==> src/rtl/beta_bypass_pipe.sv <==
// Bypass/interlock unit for the Beta pipeline: tracks destination tags through
// NSTAGES stages and forwards or stalls per read port. Optional stats: BETA_BYPASS_STATS_EN.
module beta_bypass_pipe #(
    parameter int DWIDTH   = 32,
    parameter int AWIDTH   = 5,
    parameter int NSTAGES  = 3,
    parameter int NREAD    = 2,
    parameter int ZERO_REG = 31,
    localparam int SW      = (NSTAGES > 1) ? $clog2(NSTAGES) : 1
) (
    input  logic                      clk,
    input  logic                      rst_n,
    input  logic                      id_valid,
    input  logic [AWIDTH-1:0]         id_rc,
    input  logic [SW-1:0]             id_ready_stage,
    input  logic                      flush,
    input  logic [NREAD*AWIDTH-1:0]   ra_addr,
    input  logic [NREAD*DWIDTH-1:0]   rf_data,
    input  logic [NSTAGES*DWIDTH-1:0] stage_data,
    output logic [NREAD*DWIDTH-1:0]   dout,
    output logic                      stall,
    output logic [NSTAGES-1:0]        stage_valid,
    output logic [31:0]               stall_count,
    output logic [31:0]               fwd_count
);

    localparam logic [AWIDTH-1:0] ZERO_ADDR = AWIDTH'(ZERO_REG);
    localparam logic [SW-1:0]     RS_MAX    = SW'(NSTAGES - 1);

    logic [NSTAGES-1:0] valid_reg;
    logic [AWIDTH-1:0]  rc_reg [NSTAGES];
    logic [SW-1:0]      rs_reg [NSTAGES];

    logic [NREAD-1:0]   port_hit;
    logic [NREAD-1:0]   port_rdy;

    logic               issue;
    logic [SW-1:0]      rs_clamped;

    assign stage_valid = valid_reg;

    genvar gi;
    generate
        for (gi = 0; gi < NREAD; gi++) begin : g_port
            logic [AWIDTH-1:0] ra;
            logic              hit;
            logic              rdy;
            logic [DWIDTH-1:0] fwd_data;

            assign ra = ra_addr[gi*AWIDTH +: AWIDTH];

            // Scan oldest to youngest so the youngest match is the one left standing.
            always_comb begin
                hit      = 1'b0;
                rdy      = 1'b0;
                fwd_data = '0;
                for (int i = NSTAGES - 1; i >= 0; i--) begin
                    if (valid_reg[i] && (rc_reg[i] == ra) && (ra != ZERO_ADDR)) begin
                        hit      = 1'b1;
                        rdy      = (NSTAGES == 1) || (i >= int'(rs_reg[i]));
                        fwd_data = stage_data[i*DWIDTH +: DWIDTH];
                    end
                end
            end

            assign port_hit[gi] = hit;
            assign port_rdy[gi] = rdy;
            assign dout[gi*DWIDTH +: DWIDTH] = (hit && rdy) ? fwd_data
                                                             : rf_data[gi*DWIDTH +: DWIDTH];
        end
    endgenerate

    assign stall = |(port_hit & ~port_rdy);

    assign issue      = id_valid && !stall && !flush && (id_rc != ZERO_ADDR);
    assign rs_clamped = (int'(id_ready_stage) >= NSTAGES) ? RS_MAX : id_ready_stage;

    // Downstream never stalls: every stage advances each cycle, stage 0 takes a bubble unless issuing.
    always_ff @(posedge clk or negedge rst_n) begin
        if (!rst_n) begin
            valid_reg <= '0;
            for (int i = 0; i < NSTAGES; i++) begin
                rc_reg[i] <= '0;
                rs_reg[i] <= '0;
            end
        end else begin
            valid_reg[0] <= issue;
            rc_reg[0]    <= id_rc;
            rs_reg[0]    <= rs_clamped;
            for (int i = 1; i < NSTAGES; i++) begin
                valid_reg[i] <= valid_reg[i-1];
                rc_reg[i]    <= rc_reg[i-1];
                rs_reg[i]    <= rs_reg[i-1];
            end
        end
    end

`ifdef BETA_BYPASS_STATS_EN
    logic [31:0] stall_count_reg;
    logic [31:0] fwd_count_reg;
    logic [31:0] fwd_inc;
    logic [32:0] fwd_sum;

    always_comb begin
        fwd_inc = '0;
        for (int p = 0; p < NREAD; p++) begin
            fwd_inc = fwd_inc + 32'(port_hit[p] & port_rdy[p]);
        end
        fwd_sum = {1'b0, fwd_count_reg} + {1'b0, fwd_inc};
    end

    // Both counters saturate rather than wrap.
    always_ff @(posedge clk or negedge rst_n) begin
        if (!rst_n) begin
            stall_count_reg <= '0;
            fwd_count_reg   <= '0;
        end else if (stall) begin
            if (stall_count_reg != 32'hFFFF_FFFF) begin
                stall_count_reg <= stall_count_reg + 32'd1;
            end
        end else begin
            fwd_count_reg <= fwd_sum[32] ? 32'hFFFF_FFFF : fwd_sum[31:0];
        end
    end

    assign stall_count = stall_count_reg;
    assign fwd_count   = fwd_count_reg;
`else
    assign stall_count = 32'd0;
    assign fwd_count   = 32'd0;
`endif

endmodule

==> config.mk <==
export PLATFORM = sky130hd
export DESIGN_NAME = beta_bypass_pipe
export DESIGN_NICKNAME = d
export VERILOG_FILES = /design/src/rtl/beta_bypass_pipe.sv
export SDC_FILE = /design/constraint.sdc
export NUM_CORES = 1
export LEC_CHECK = 0
export CAP_MARGIN = 15
export CORE_AREA = 4 4 119 121
export CTS_CLUSTER_DIAMETER = 80
export DETAILED_ROUTE_END_ITERATION = 6
export DIE_AREA = 0 0 123 125
export DONT_BUFFER_PORTS = 1
export HOLD_SLACK_MARGIN = 0.05
export PLACE_DENSITY = 0.5
export SYNTH_ARGS = -nofsm -noshare
export SYNTH_HDL_FRONTEND = slang
export SYNTH_SLANG_ARGS = --single-unit
==> constraint.sdc <==
create_clock -name clk -period 3.75 [get_ports clk]
set_input_delay 0.5625 -clock clk [delete_from_list [all_inputs] [get_ports clk]]
set_output_delay 0.5625 -clock clk [all_outputs]
set_load 0.02 [all_outputs]
* Yosys cells after proc, flatten, opt, wreduce, memory -nomap -nowiden
Index checks and enable logic that the tools add are counted.
** Storage, ports and cells
- Register bits :: 24
- Input port bits :: 181
- Output and inout port bits :: 132
- Logic and storage cells :: 63
** Operators by class
- Magnitude comparators :: 4
- Equality and inequality tests :: 9
- Mux-type cells :: 21
- Bitwise logic cells :: 2
- Reduce and logical (&&, ||, !) cells :: 20
** Operators by type and width (count)
- 2-to-1 mux 32 bit :: 8
- == test 5 bit :: 6
- logical AND 1 bit :: 17
- inequality test 5 bit (second input constant) :: 3
- 2-to-1 mux 1 bit :: 12
- >= comparator 1 x 2 -> 1 bit (first input constant) :: 2
- bitwise AND 2 bit :: 1
- >= comparator 2 bit (first input constant) :: 1
- >= comparator 2 bit (second input constant) :: 1
- logical NOT 1 bit :: 2
- 2-to-1 mux 2 bit :: 1
- inverter 2 bit :: 1
- OR reduction 2 bit :: 1

* Longest topological paths before layout
- Depth in word-level cells :: 13
- Gate-level depth with buffers :: 9
- Mapped depth without buffers :: 6

* Worst setup path before layout
OpenSTA, ideal clock, no wires.
- Kind :: input -> output
- Start :: in ra_addr[7]
- End :: out dout[40]
- Arrival :: 2.338 ns
- Required time :: 3.188 ns
- Path slack :: 0.850 ns
- Stages on the path :: 9
- Path buffers :: 3
- Cell sequence :: buf_2 > xor2_1 > a211oi_2 > and3_1 > buf_2 > a31o_1 > o22ai_4 > buf_12 > mux2i_1
** On the way
- Cells in the longest elaborated chain, start to end :: 8
- Elaborated cells between the ends (all ways) :: 21
- Those cells by class :: 4 x eq/ne; 10 x mux; 7 x reduce/logical
** Ends and longest elaborated chain
- from (decl) :: line 17 : input logic [NREAD*AWIDTH-1:0] ra_addr,
- == test 5 bit :: line 58 : if (valid_reg[i] && (rc_reg[i] == ra) && (ra != ZERO_ADDR)) begin
- logical AND 1 bit (2 in a row) :: line 58
- 2-to-1 mux 1 bit (3 in a row) :: line 58
- logical AND 1 bit :: line 68 : assign dout[gi*DWIDTH +: DWIDTH] = (hit && rdy) ? fwd_data
- 2-to-1 mux 32 bit * :: line 68
- to (decl) :: line 20 : output logic [NREAD*DWIDTH-1:0] dout,
Every way passes the cells marked *; elsewhere a longest branch is shown, timed or not.

* Worst setup path after layout
- Start :: reg valid_reg[1] (netlist: stage_valid[1])
- End :: out dout[17]
** On the way
- Cells in the longest elaborated chain, start to end :: 6
- Elaborated cells between the ends (all ways) :: 10
- Those cells by class :: 7 x mux; 3 x reduce/logical
** Ends and longest elaborated chain
- from (decl) :: line 30 : logic [NSTAGES-1:0] valid_reg;
- from (signal, indexed assignment) :: line 91 : valid_reg[i] <= valid_reg[i-1];
- logical AND 1 bit * (2 in a row) :: line 58
- 2-to-1 mux 1 bit (2 in a row) :: line 58
- logical AND 1 bit :: line 68
- 2-to-1 mux 32 bit * :: line 68
Marked as above.

==> impl_metrics.json <==
{
  "ctsHoldBuffers": 1,
  "area_growth_pct": 0.1723,
  "tightest_slew_ns": 0.7388,
  "yosysWarnings": 0,
  "cts_root_buf": "clkbuf_16",
  "row_count": 42,
  "drc": 0,
  "vias_per_cell": 6.013,
  "cts_setup_buffers": 0,
  "cts_buffer_depth": 2,
  "clkLatencyLatePin_ns": 0.26,
  "worst_ep_arrival_time_ns": 2.88,
  "first_pass_iters": 5,
  "fin_skew_ns": 0.004319,
  "min-delay-path-class": "in2reg",
  "core_um2": 13090,
  "layout_common_cells": "conb_1 (64), nor2_1 (61), o22ai_1 (58)",
  "fp.dieW_um": 123,
  "slew_headroom": 0.5075,
  "grt_pass1_vias": 3955,
  "die_h_um": 125,
  "powerDensity_nw_per_um2": 213.9,
  "synth_edf_count": 0,
  "setup_tns_ns": 0,
  "finalNonFillerCells": 698,
  "period_share": 0.9193,
  "r2r_cells": 6,
  "start_util": 0.3328,
  "clkSinkCount": 24,
  "insertedDiodeCount": 0,
  "leakagePower_nw": 1.718,
  "initialDrtViolationCount": 310,
  "wirelength_um": 16270,
  "hold_depth": 0,
  "largest_reg_flops": 15,
  "setup_viol_count_final": 0,
  "ys_seq_area_frac": 0.1379,
  "syn_area_um2": 4354,
  "max-cap-violations": 0,
  "drive_above_1_share": 0.1475,
  "mostFrequentLayoutCell": "conb_1",
  "ant_nets": 0,
  "cts_buffers": 3,
  "path_class": "reg2out",
  "rr_startpoint": "stage_valid[1]",
  "status": "finished clean",
  "r2r_slack_ns": 1.49,
  "syn_avg_cell_area_um2": 7.860,
  "clk_pin_slew_ns": 0.06,
  "synthArstFlopShare": 1.000,
  "min_to": "rc_reg[14]",
  "synth_ff_type": "dfrtp_1",
  "finalHoldViolations": 0,
  "required_ns": 3.19,
  "cp_cell_sequence": "nand2_1 > nor3_1 > nor3b_1 > o22ai_4 > buf_4 > mux2_1",
  "grt-ovfl-total": 0,
  "grt_max_degree": 63,
  "dieArea_um2": 15380,
  "track_usage": 0.1885,
  "grt_pass1_wl_um": 23400,
  "n_fill_cell": 1365,
  "cts_resized": 0,
  "ir_worst_vdd_v": 0.0003353,
  "via_count": 4197,
  "port-buffer-count": 0,
  "crit_path_end_kind": "output pin",
  "rsz0062_at_grt": "no",
  "cts_tree": "done",
  "wl_per_cell_um": 23.31,
  "r2r-end": "stage_valid[0]",
  "final_nets": 704,
  "min-delay-start": "id_rc[4]",
  "dp_cells": 692,
  "ys_types": 42,
  "ys_seq_elements": 24,
  "worstPathMaxFanout": 34,
  "fmax_mhz": 290.1,
  "gp_congestion": 0.8385,
  "critPathSlowestCell": "dfrtp_2",
  "cp_num_buf_inv": 1,
  "slowest_delay_ns": 0.74,
  "synthCells": 554,
  "ioPinCount": 313,
  "cts_max_level": 1,
  "cp_top_family": "flip-flops",
  "antenna_found_initial": 0,
  "start_kind": "register",
  "dp_hpwl_um": 12450,
  "slew_violations": 0,
  "period_needed_ns": 3.447
}
## metrics by stage
stage	util	hold WS [ns]	cell area (µm²)	setup WS, ns	power, mW
floorplan	-	0.2669	4591	0.8498	0.6320
global placement	0.3234	0.2678	4232	0.5195	0.6286
detailed placement	0.3234	0.2677	4232	0.4356	0.6301
CTS	0.3322	0.3265	4347	0.2839	0.9353
global route	0.3333	0.3200	4362	0.05514	0.9752
finish	0.3333	0.3287	4362	0.3025	0.9330
## worst max-delay path by stage
stage                    from       end  slack (ns)  cells past startpoint
2_1_floorplan      ra_addr[7]  dout[40]        0.85                      9
3_3_place_gp       ra_addr[4]  dout[17]        0.52                      7
3_5_place_dp       ra_addr[4]  dout[17]        0.44                      7
4_1_cts        stage_valid[1]  dout[17]        0.28                      6
5_1_grt        stage_valid[1]  dout[17]        0.06                      6
6_report       stage_valid[1]  dout[17]        0.30                      6
## area by class of cell
cell class                 count  area, µm²  area share
clock buffer                   3      75.07     0.01721
multi-input combinational    465       3224      0.7392
sequential                    24      603.1      0.1383
clock inverter                 1      30.03    0.006885
inverter                       5      18.77    0.004303
tap                          176      220.2     0.05049
timing repair buffer          24      190.2     0.04360
## per-layer routing
metal	track usage	up-vias	routed length, µm
met5	0	-	0
met4	0.03713	0	275
met3	0.04607	19	1796
met2	0.3374	264	8354
met1	0.2279	2009	5841
li1	-	1905	-
## kinds of logic after synthesis
group / after synthesis / share of synthesized area
other cells: 1 / 0.0008612
mux: 64 / 0.1885
buf+inv: 128 / 0.1851
xor+xnor: 30 / 0.06034
flops: 24 / 0.1379
simple gates: 119 / 0.1244
compound gates: 188 / 0.3029
## power breakdown
part | internal (mW) | switching [mW] | total, mW
logic | 0.107 | 0.233 | 0.340
clock network | 0.212 | 0.0874 | 0.299
registers | 0.273 | 0.0206 | 0.293
total | 0.592 | 0.341 | 0.933
## worst register-to-register path, stage by stage, from the launching register on
cell	delay (ns)
dfrtp_2	0.74
nand2_1	0.11
nor3_1	0.44
or2_1	0.20
buf_4	0.26
o21ai_0	0.17
a211oi_1	0.24
## synth_stat cells, drive strengths merged, types with 4 or more instances
library cell	count	share of area
o311ai	6	0.012
buf	82	0.15
xor2	16	0.032
clkbuf	41	0.035
nand4	8	0.011
inv	5	0.0043
nor3	11	0.013
o22ai	60	0.093
xnor2	14	0.028
a31o	6	0.012
nor2	61	0.053
nand2	21	0.018
dfrtp	24	0.14
nand3	4	0.0046
and3	4	0.0057
a31oi	55	0.079
mux2i	4	0.0092
o211ai	54	0.093
mux2	60	0.18
No activity file was read; power rests on OpenSTA's default activity.
